**config.mk**
```make
export PLATFORM = sky130hd
export DESIGN_NAME = ntt_route_mux
export DESIGN_NICKNAME = d
export VERILOG_FILES = /design/src/rtl/ntt_route_mux.sv
export SDC_FILE = /design/constraint.sdc
export NUM_CORES = 1
export LEC_CHECK = 0
export ABC_AREA = 1
export ABC_CLOCK_PERIOD_IN_PS = 3330
export CAP_MARGIN = 10
export CORE_MARGIN = 5
export CORE_UTILIZATION = 45
export CTS_CLUSTER_DIAMETER = 80
export DETAILED_ROUTE_END_ITERATION = 8
export PLACE_DENSITY = 0.86
export SLEW_MARGIN = 20
export SYNTH_ARGS = -nofsm -noshare
export SYNTH_HDL_FRONTEND = slang
export SYNTH_SLANG_ARGS = --single-unit
```
**constraint.sdc**
```tcl
create_clock -name clk -period 3.33 [get_ports clk]
set_input_delay 0.333 -clock clk [delete_from_list [all_inputs] [get_ports clk]]
set_output_delay 0.333 -clock clk [all_outputs]
set_load 0.02 [all_outputs]
```
**src/rtl/ntt_route_mux.sv**
```systemverilog
// rtl/ntt_route_mux.sv - registered N:1 coefficient router with 2-entry skid buffer
// Optional feature macro: NTT_ROUTE_MUX_AUTOSEL_EN (internal round-robin select counter).
module ntt_route_mux #(
    parameter int WIDTH = 16,
    parameter int N_IN  = 6,
    parameter int SEL_W = 3
) (
    input  logic                  clk,
    input  logic                  rst_n,
    input  logic [N_IN*WIDTH-1:0] in_data,
    input  logic [SEL_W-1:0]      in_sel,
    input  logic                  in_valid,
    output logic                  in_ready,
    output logic [WIDTH-1:0]      out_data,
    output logic [SEL_W-1:0]      out_idx,
    output logic                  out_valid,
    input  logic                  out_ready,
    output logic                  sel_err,
    input  logic                  err_clr
);

    generate
        if (N_IN < 2 || N_IN > 16) begin : g_bad_n_in
            $error("ntt_route_mux: N_IN must be in 2..16");
        end
        if ((1 << SEL_W) < N_IN) begin : g_bad_sel_w
            $error("ntt_route_mux: SEL_W too narrow for N_IN");
        end
    endgenerate

    typedef enum logic [1:0] {
        EMPTY = 2'd0,
        ONE   = 2'd1,
        TWO   = 2'd2
    } occ_e;

    occ_e             state_q;
    logic [WIDTH-1:0] or_data_q;
    logic [WIDTH-1:0] sk_data_q;
    logic [SEL_W-1:0] or_idx_q;
    logic [SEL_W-1:0] sk_idx_q;
    logic             out_valid_q;
    logic             in_ready_q;
    logic             sel_err_q;
    logic             sel_err_d;

    logic [SEL_W-1:0] sel;
    logic             legal;
    logic             accept;
    logic             load;
    logic             drain;
    logic [WIDTH-1:0] lane_data;

    assign accept = in_valid && in_ready_q;
    assign load   = accept && legal;
    assign drain  = out_valid_q && out_ready;

`ifdef NTT_ROUTE_MUX_AUTOSEL_EN
    logic [SEL_W-1:0] cnt_q;
    logic [SEL_W-1:0] cnt_d;
    logic             unused_in_sel;

    assign unused_in_sel = ^in_sel;
    assign sel           = cnt_q;
    assign legal         = 1'b1;

    // The counter steps on every accepted beat, so lanes stream round-robin.
    always_comb begin
        cnt_d = cnt_q;
        if (accept) begin
            cnt_d = (cnt_q == SEL_W'(N_IN - 1)) ? '0 : cnt_q + 1'b1;
        end
    end

    always_ff @(posedge clk) begin
        if (!rst_n) begin
            cnt_q <= '0;
        end else begin
            cnt_q <= cnt_d;
        end
    end
`else
    assign sel   = in_sel;
    assign legal = (32'(sel) < N_IN);
`endif

    // Out-of-range selects resolve to zero so unused lanes never leak X.
    always_comb begin
        lane_data = '0;
        for (int k = 0; k < N_IN; k++) begin
            if (32'(sel) == k) begin
                lane_data = in_data[k*WIDTH +: WIDTH];
            end
        end
    end

    always_ff @(posedge clk) begin
        if (!rst_n) begin
            state_q     <= EMPTY;
            out_valid_q <= 1'b0;
            in_ready_q  <= 1'b1;
            or_data_q   <= '0;
            or_idx_q    <= '0;
            sk_data_q   <= '0;
            sk_idx_q    <= '0;
        end else begin
            case (state_q)
                EMPTY: begin
                    if (load) begin
                        or_data_q   <= lane_data;
                        or_idx_q    <= sel;
                        out_valid_q <= 1'b1;
                        state_q     <= ONE;
                    end
                end
                ONE: begin
                    if (load && !drain) begin
                        sk_data_q  <= lane_data;
                        sk_idx_q   <= sel;
                        in_ready_q <= 1'b0;
                        state_q    <= TWO;
                    end else if (load && drain) begin
                        or_data_q <= lane_data;
                        or_idx_q  <= sel;
                    end else if (drain) begin
                        out_valid_q <= 1'b0;
                        state_q     <= EMPTY;
                    end
                end
                TWO: begin
                    // in_ready is low here, so only a drain can move the state.
                    if (drain) begin
                        or_data_q  <= sk_data_q;
                        or_idx_q   <= sk_idx_q;
                        in_ready_q <= 1'b1;
                        state_q    <= ONE;
                    end
                end
                default: begin
                    state_q     <= EMPTY;
                    out_valid_q <= 1'b0;
                    in_ready_q  <= 1'b1;
                end
            endcase
        end
    end

    // A new illegal beat outranks a simultaneous clear.
    always_comb begin
        sel_err_d = sel_err_q;
        if (accept && !legal) begin
            sel_err_d = 1'b1;
        end else if (err_clr) begin
            sel_err_d = 1'b0;
        end
    end

    always_ff @(posedge clk) begin
        if (!rst_n) begin
            sel_err_q <= 1'b0;
        end else begin
            sel_err_q <= sel_err_d;
        end
    end

    assign in_ready  = in_ready_q;
    assign out_valid = out_valid_q;
    assign out_data  = or_data_q;
    assign out_idx   = or_idx_q;
    assign sel_err   = sel_err_q;

endmodule

```
==> summary by stage, run 1 <==
Status
The run finished with clean final reports.

Routing
The post-detailed-route wirelength per cell is 14.4 um. The first detailed-routing pass ran for 5 iterations. After detailed routing, the total wire length is 9070 um. The count of nets left with antenna violations once routing finished came out at 0. The remaining design rule violation count is 0. After detailed routing, the number of vias per cell comes to 5.28.

For this block, the initial DRC count from the detailed router was 171. The via count of the routed design is 3318.

Logic synthesis
The top cell type's share of synthesized area is 31.4%. The main combinational cell family by area after synthesis is simple AND/OR/NAND/NOR gates. The portion of synthesized area spent on multiplexers is 0%. The dominant synthesized flop cell is sky130_fd_sc_hd__dfxtp_1. The synthesized-area fraction occupied by xor and xnor cells is 0%. The synthesized-area fraction occupied by ao, oa, aoi and oai cells is 17.3%.

Each instance of the synthesized netlist takes up on average 6.24 um^2. By count the netlist is led by sky130_fd_sc_hd__nand2_1 (118), sky130_fd_sc_hd__nor2_1 (75), sky130_fd_sc_hd__o21ai_0 (55). After synthesis, flip-flops and latches occupy 31.4% of the total area. After technology mapping, the gate count stands at 440. The number of register bits inferred by synthesis is 43. Synthesis produced a netlist with a net count of 544. In the post-synthesis netlist, the cell with the most instances is sky130_fd_sc_hd__nand2_1. The number of enable-type register cells in the synthesized netlist is 0. After synthesis, the cell types taking the most area are sky130_fd_sc_hd__dfxtp_1 (31%), sky130_fd_sc_hd__nand2_1 (16%), sky130_fd_sc_hd__nor2_1 (10%). Yosys printed 0 warnings.

The proportion of register bits with asynchronous set or reset after synthesis is 0%. Of the total synthesized cell area, the portion taken by AND, OR, NAND and NOR gates is 39.2%. Summed over all instances, the cell type with the most area after synthesis is sky130_fd_sc_hd__dfxtp_1. The synthesized area is 0.00275 mm^2. The count of unique library cells instantiated by Yosys is 29. The share of synthesized cell area in full adder, half adder and majority cells is 0%.

Floorplanning
In this run the standard cell core region covers 0.00592 mm^2. The floorplan step defined a die boundary enclosing 0.00776 mm^2. For this configuration, the core starts out at a cell density of 46.4%. The number of I/O pins is 126. Measured along the x axis, the die boundary spans 88.1 um. The floorplan has 28 rows. From bottom edge to top edge, the die measures 88.1 um.

Setup path
The largest stage delay on the critical path is 810 ps. STA classifies the critical path endpoint as a register. Measured in cells, the most critical reg-to-reg path has a length of 6. In this run the critical register-to-register path is launched from state_q[1]$_SDFFE_PN0P_. At the worst endpoint, the arrival time is 2370 ps. The largest fanout of any net on the critical path is 17. The worst endpoint required time is 3520 ps. The critical path goes through clkdlybuf4s50_1, clkinv_1, nand4_1, nand2_1, nand2_1, nand4_1, nor2_1, nor2_1. The critical path is of the primary input to register type. The flop-to-flop setup slack is 1520 ps. The slowest stage of the critical path is the sky130_fd_sc_hd__clkdlybuf4s50_1 cell. The worst setup path is launched from a primary input. The worst register-to-register path ends at out_data[12]$_SDFFE_PN0P_.

Timing
The max-slew violation count is 0. The final hold violation count is 0. The tightest hold path in the finished design has a slack of 475 ps. At the pin with the least slew margin, the transition time is 665 ps. The total negative setup slack is 0 ps. After layout, the worst setup slack is 1150 ps. Setup violations remaining at the end of the flow were counted as 0.

The clock skew after layout is 5.15 ps. The share of the clock period used by the worst path after layout is 65.5%. Setup repair after global routing left no endpoint under its margin.

The worst relative slew slack is 55.5%. The smallest clock period supported by the final layout is computed as 2180 ps. Derived from the worst setup path, the maximum achievable clock frequency is 458 MHz.

Placement
The pre-CTS setup slack is 857 ps. Once detailed placement completed, the half-perimeter wirelength came to 6960 um. The routability congestion estimate from global placement is 0.962. The number of buffers added on ports is 125. The area after detailed placement is 0.00397 mm^2. In this run, placement finished with an instance count of 620.

Clock network
For this design, the CTS-stage hold fixing added 0 buffers. In this run the clock root is driven by a sky130_fd_sc_hd__clkbuf_8. The number of clock buffers inserted by TritonCTS is 5. After clock tree synthesis, the setup repair step added 0 buffers. The clock latency reported for the late side of the worst-skew pair is 300 ps.

In this run the deepest clock path goes through 2 buffers. The clock-pin slew on the worst setup and hold paths is 80 ps. Once the clock tree was built, the resizer swapped 0 gates to a different size. The clock tree synthesis step divided the H-tree into 2 levels.

The clock sink count is 43. TritonCTS built the clock tree.

Global route
After global routing the overflow that remains totals 0. Entering global routing, the biggest net connects 34 pins. The first global-routing pass estimated 14200 um of wire. The number of global-route vias before repair is 3125. The number of antenna violations at the first check in global routing is 0.

The overall fraction of global-route tracks in use is 23.2%.

Run
The max-capacitance violation count is 0.

Min path
The worst hold path class is register to register. The worst hold path terminates at sel_err$_SDFFE_PN0P_. The cell count of the worst hold path is 2. The launch point of the worst hold path is sel_err$_SDFFE_PN0P_.

Final layout
The repair_antennas step left the layout with diodes totalling 0. The area growth from synthesis to layout is 48.9%. The post-layout utilization of the core is 69.0%.

The proportion of layout cells with a drive suffix above 1 is 7.23%. The finished layout holds 628 standard cells, fillers aside. The number of nets in the layout is 656.

The finished layout cell area is 0.00409 mm^2.

Pwr
Summing internal, switching and leakage power gives 1.52 mW. The maximum VDD drop is 0.279 mV. The cell area power density is 373 mW/mm^2. The leakage power total is 1.67 nW.
## routing by layer
layer | global-route usage (%) | wire [um] | part of all wire, %
met1 | 27.7 | 3580 | 39
met2 | 40.8 | 4390 | 48
met3 | 3.95 | 656 | 7.2
met4 | 10.2 | 437 | 4.8
met5 | 0 | 0 | 0
## cell usage in the layout (no fill, tap or decap), drive strengths merged
master	instances
o22ai	1
bufinv	1
clkinv	2
nand3	6
nand4	31
clkdlybuf4s50	125
inv	43
nor3	3
o21ai	59
nor2	80
a21oi	25
o21a	1
buf	6
clkbuf	6
nand2	121
dfxtp	43
## how the worst max path moves through the flow
stage | start | depth (start not counted) | slack (ps) | end
6_report | in_sel[2] | 8 | 1150 | sk_data_q[8]$_SDFFE_PN0P_
4_1_cts | in_sel[2] | 8 | 1170 | sk_data_q[5]$_SDFFE_PN0P_
3_3_place_gp | in_sel[2] | 8 | 910 | out_data[1]$_SDFFE_PN0P_
5_1_grt | in_sel[2] | 8 | 970 | sk_data_q[11]$_SDFFE_PN0P_
2_1_floorplan | in_sel[2] | 10 | 1960 | sk_data_q[10]$_SDFFE_PN0P_
3_5_place_dp | in_sel[2] | 8 | 860 | sk_data_q[5]$_SDFFE_PN0P_
## cells by family (layout without fill, tap and decap cells)
family	count (synthesis)	after routing
AND/OR/NAND/NOR	241	241
buffers and inverters	70	183
AO/OA/AOI/OAI	86	86
flip-flops	43	43
## report_power, final
group          switching [mW]  leakage [nW]  total (mW)  internal, mW
combinational           0.258          1.26       0.503         0.245
clock                   0.179        0.0612       0.421         0.243
sequential             0.0320         0.352       0.599         0.567
## state kept, by name (all words and copies together), names as in the netlist
| register | flops |
|---|---|
| sel_err | 1 |
| in_ready | 1 |
| out_data | 16 |
| state_q | 2 |
| out_idx | 3 |
| sk_data_q | 16 |
| sk_idx_q | 3 |
| out_valid | 1 |
## layout make-up
class	instances	area (um^2)
clock inverter	2	35.0
sequential	43	861
multi-input combinational	327	1550
inverter	44	168
fill	513	1830
clock buffer	6	82.6
timing repair buffer	131	1300
tap	75	93.8
## critical path, delay by kind of cell
family / cells / cell delay [ps]
AND/OR/NAND/NOR: 6 / 690
buffers and inverters: 2 / 1340
(Power assumes the default switching activity.)
==> run 2, diff against run 1 <==
--- a/config.mk
+++ b/config.mk
@@ -6,13 +6,13 @@
 export NUM_CORES = 1
 export LEC_CHECK = 0
 export ABC_AREA = 1
-export ABC_CLOCK_PERIOD_IN_PS = 3330
+export ABC_CLOCK_PERIOD_IN_PS = 1800
 export CAP_MARGIN = 10
 export CORE_MARGIN = 5
-export CORE_UTILIZATION = 45
+export CORE_UTILIZATION = 38
 export CTS_CLUSTER_DIAMETER = 80
 export DETAILED_ROUTE_END_ITERATION = 8
-export PLACE_DENSITY = 0.86
+export PLACE_DENSITY = 0.78
 export SLEW_MARGIN = 20
 export SYNTH_ARGS = -nofsm -noshare
 export SYNTH_HDL_FRONTEND = slang
==> constraint.sdc (replaced) <==
create_clock -name clk -period 1.8 [get_ports clk]
set_input_delay 0.18 -clock clk [delete_from_list [all_inputs] [get_ports clk]]
set_output_delay 0.18 -clock clk [all_outputs]
set_load 0.02 [all_outputs]
==> run 2 against run 1 <==
Die area up 16%. Clock skew up 3.8 ps. Power up 81%. First-iteration DRC count down 17%. Wire length up 6.9%. Worst hold slack better by 2.3 ps. Cell count up 7.5%. Count of clock-buffer cells in the layout down 1. Critical endpoint is now sk_data_q[9]$_SDFFE_PN0P_. Largest cell class unchanged. Largest power group unchanged.
==> summary by stage, run 2 (synthesis results as in run 1) <==
Status
The run finished with clean final reports.

Clock network
The largest buffer count on any clock path is 2 (unchanged). The count of hold buffers inserted by post-cts repair is 0 (unchanged). The clock-pin slew on the worst setup and hold paths came to 90 ps (about the same). The clock sink count is 43 (unchanged).

The clock latency reported for the late side of the worst-skew pair came to 300 ps (about the same). The number of clock buffers inserted by TritonCTS is 5 (unchanged). The H-tree level count is 2 (unchanged). The total of cells resized after clock tree synthesis is 0 (unchanged). The post-CTS setup buffer count is 0 (unchanged). The TritonCTS clock tree is yes.

CTS placed an instance of sky130_fd_sc_hd__clkbuf_8 at the clock tree root.

Floorplanning
The placeable core area is 0.00714 mm^2 (+21%). The number of I/O pins was 126 (unchanged). The effective utilization at floorplan is 38.5% (-7.9 points). The placement row count is 31 (+11%). The die span in y is 95.0 um (+7.8%). The die width is 95.0 um (+7.8%).

The area of the die is 0.00902 mm^2 (+16%).

Placement
The post-DP HPWL came to 7940 um (+14%). The pre-CTS setup slack came to -196 ps (-1050 ps). The number of buffers added on ports is 125 (unchanged). The routability congestion estimate from global placement is 0.983 (+2.1%).

Final layout
In the layout the commonest cells are sky130_fd_sc_hd__clkdlybuf4s50_1 (125), sky130_fd_sc_hd__nand2_1 (118), sky130_fd_sc_hd__nor2_1 (75). The count of inserted antenna diode cells was 0 (unchanged). The post-layout utilization of the core is 60.5% (-8.5 points). The proportion of layout cells with a drive suffix above 1 is 10.9% (+3.7 points).

The number of nets in the layout is 679 (+3.5%). Leaving out fill and tap cells, the most frequent cell in the layout is sky130_fd_sc_hd__clkdlybuf4s50_1. The number of fillers in the final layout was 696 (+36%). Compared with the post-synthesis result, the final layout area differs by 57.2%.

Global route
The met3 routing resource usage after global routing is 4.06% (+0.11 points). The number of antenna violations at the first check in global routing came to 0 (unchanged). The overall fraction of global-route tracks in use is 22.1% (-1.1 points). The number of global-route vias before repair was 3412 (+9.2%). The met2 usage in global routing was 40.6% (-0.19 points). The final global-route overflow total is 0 (unchanged). The wire length of the first global-routing pass is 15800 um (+11%). The maximum number of pins on one net before global-route repair came to 33 (-2.9%). The met1 usage in global routing is 24.7% (-3.1 points).

The busiest layer in global routing is met2.

Setup path
The highest-delay cell along the critical path is sky130_fd_sc_hd__clkdlybuf4s50_1. The critical path launch point type is a primary input. The most critical setup path has its endpoint at sk_data_q[9]$_SDFFE_PN0P_. The largest fanout of any net on the critical path came to 17 (unchanged). The worst endpoint required time is 1990 ps (-1530 ps). The critical path is of the primary input to register type. The number of buffer and inverter instances along the worst setup path is 3 (+1). The worst register-to-register path begins at state_q[0]$_SDFFE_PN0P_. The flop-to-flop setup slack came to 360 ps (-1160 ps). The kind of end point of the critical path is a register. In this design, the largest share of critical-path delay is due to buffers and inverters. The arrival time reported for the critical path endpoint is 1810 ps (-560 ps). The source of the critical timing path is in_sel[0].

Walking the worst path, the cells encountered are clkdlybuf4s50_1, buf_4, nor2_4, buf_12, o21ai_0, nand2_1, nand2_1, nand4_1, nor2_1, nor2_1. The largest stage delay on the critical path is 620 ps (-190 ps). The path length in cells of the critical path is 10 (+2).

The cell depth of the worst flop-to-flop path is 5 (-1). The worst register-to-register path ends at sk_idx_q[0]$_SDFFE_PN0P_.

Timing
The number of setup violations in the final report was 0 (unchanged). The time the worst path needs with I/O delays and setup is 1610 ps. The worst-margin pin slew is 353 ps (-312 ps). The share of the clock period used by the worst path after layout is 89.7%. The final worst-path setup slack is 185 ps (-963 ps). The clock skew after layout was 8.94 ps (+3.80 ps).

The max-slew violation count is 0 (unchanged). The final hold violation count came to 0 (unchanged). Setup repair after global routing left no endpoint under its margin. Static timing analysis puts the maximum clock frequency at 619 MHz. The worst relative slew slack is 76.4% (+21 points).

Routing
The number of violations reported at the end of detailed-routing iteration 0 is 142 (-17%). The length of the first detailed-routing pass in iterations is 4 (-1). The via count of the routed design is 3333 (+0.45%). The number of vias per cell came to 4.94 (-6.5%). The sum of routed wire length over all layers was 9690 um (+6.9%).

The count of antenna-violating nets left after detailed routing is 0 (unchanged). The post-detailed-route wirelength per cell is 14.4 um (-0.58%). The remaining design rule violation count came to 0 (unchanged).

Run
The max-capacitance violation count came to 0 (unchanged).

Min path
The worst hold path class is register to register.

Pwr
The maximum VDD drop was 0.381 mV (+37%). The cell area power density is 640 mW/mm^2 (+72%). The leakage power total was 1.79 nW (+7.3%). The total power draw is 2.76 mW (+81%).
[run 2: metrics by stage]
stage / hold slack, ps / cell area (um^2) / TNS (ps) / cells
2_1_floorplan: 343 / 2750 / 0 / 440
3_3_place_gp: 457 / 4200 / -1990 / 666
3_5_place_dp: 467 / 4200 / -2900 / 666
4_1_cts: 481 / 4300 / 0 / 674
5_1_grt: 529 / 4320 / 0 / 675
6_report: 477 / 4320 / 0 / 675
[run 2: how the worst min path moves through the flow]
stage / start / end / slack, ps / depth (start not counted)
floorplan: err_clr / sel_err$_SDFFE_PN0P_ / 340 / 3
global placement: sel_err$_SDFFE_PN0P_ / sel_err$_SDFFE_PN0P_ / 460 / 2
detailed placement: sel_err$_SDFFE_PN0P_ / sel_err$_SDFFE_PN0P_ / 470 / 2
CTS: sel_err$_SDFFE_PN0P_ / sel_err$_SDFFE_PN0P_ / 480 / 2
global route: sel_err$_SDFFE_PN0P_ / sel_err$_SDFFE_PN0P_ / 530 / 2
finish: sel_err$_SDFFE_PN0P_ / sel_err$_SDFFE_PN0P_ / 480 / 2
[run 2: report_power, final]
part | internal (mW) | switching, mW | leakage [nW]
clock | 0.286 | 0.369 | 0.0491
combinational | 0.503 | 0.494 | 1.39
sequential | 1.05 | 0.0615 | 0.352
[run 2: cell type report]
class	instances	area (um^2)	area share, %
Multi-Input combinational cell	327	1550	35.9
Timing Repair Buffer	154	1520	35.2
Clock inverter	3	26.3	0.609
Clock buffer	5	68.8	1.59
Tap cell	99	124	2.87
Inverter	44	168	3.88
Sequential cell	43	861	19.9
[run 2: metal layers]
metal  share of wire [%]  up-vias  routed length (um)
li1                    -     1688                   -
met4                 3.1        0                 304
met5                   0        -                   0
met1                  38     1500                3730
met3                 5.8       20                 559
met2                  53      125                5100
[run 2: worst min-delay path, stage by stage, from the launching register on]
cell and delay, ps:
sky130_fd_sc_hd__dfxtp_1 320, sky130_fd_sc_hd__nand2_1 60, sky130_fd_sc_hd__a21oi_1 50
==> run 3, diff against run 2 <==
--- a/config.mk
+++ b/config.mk
@@ -10,7 +10,6 @@
 export CAP_MARGIN = 10
 export CORE_MARGIN = 5
 export CORE_UTILIZATION = 38
-export CTS_CLUSTER_DIAMETER = 80
 export DETAILED_ROUTE_END_ITERATION = 8
 export PLACE_DENSITY = 0.78
 export SLEW_MARGIN = 20
==> results of run 3 <==
The final DEF is identical to that of run 2; final timing and power are the same.
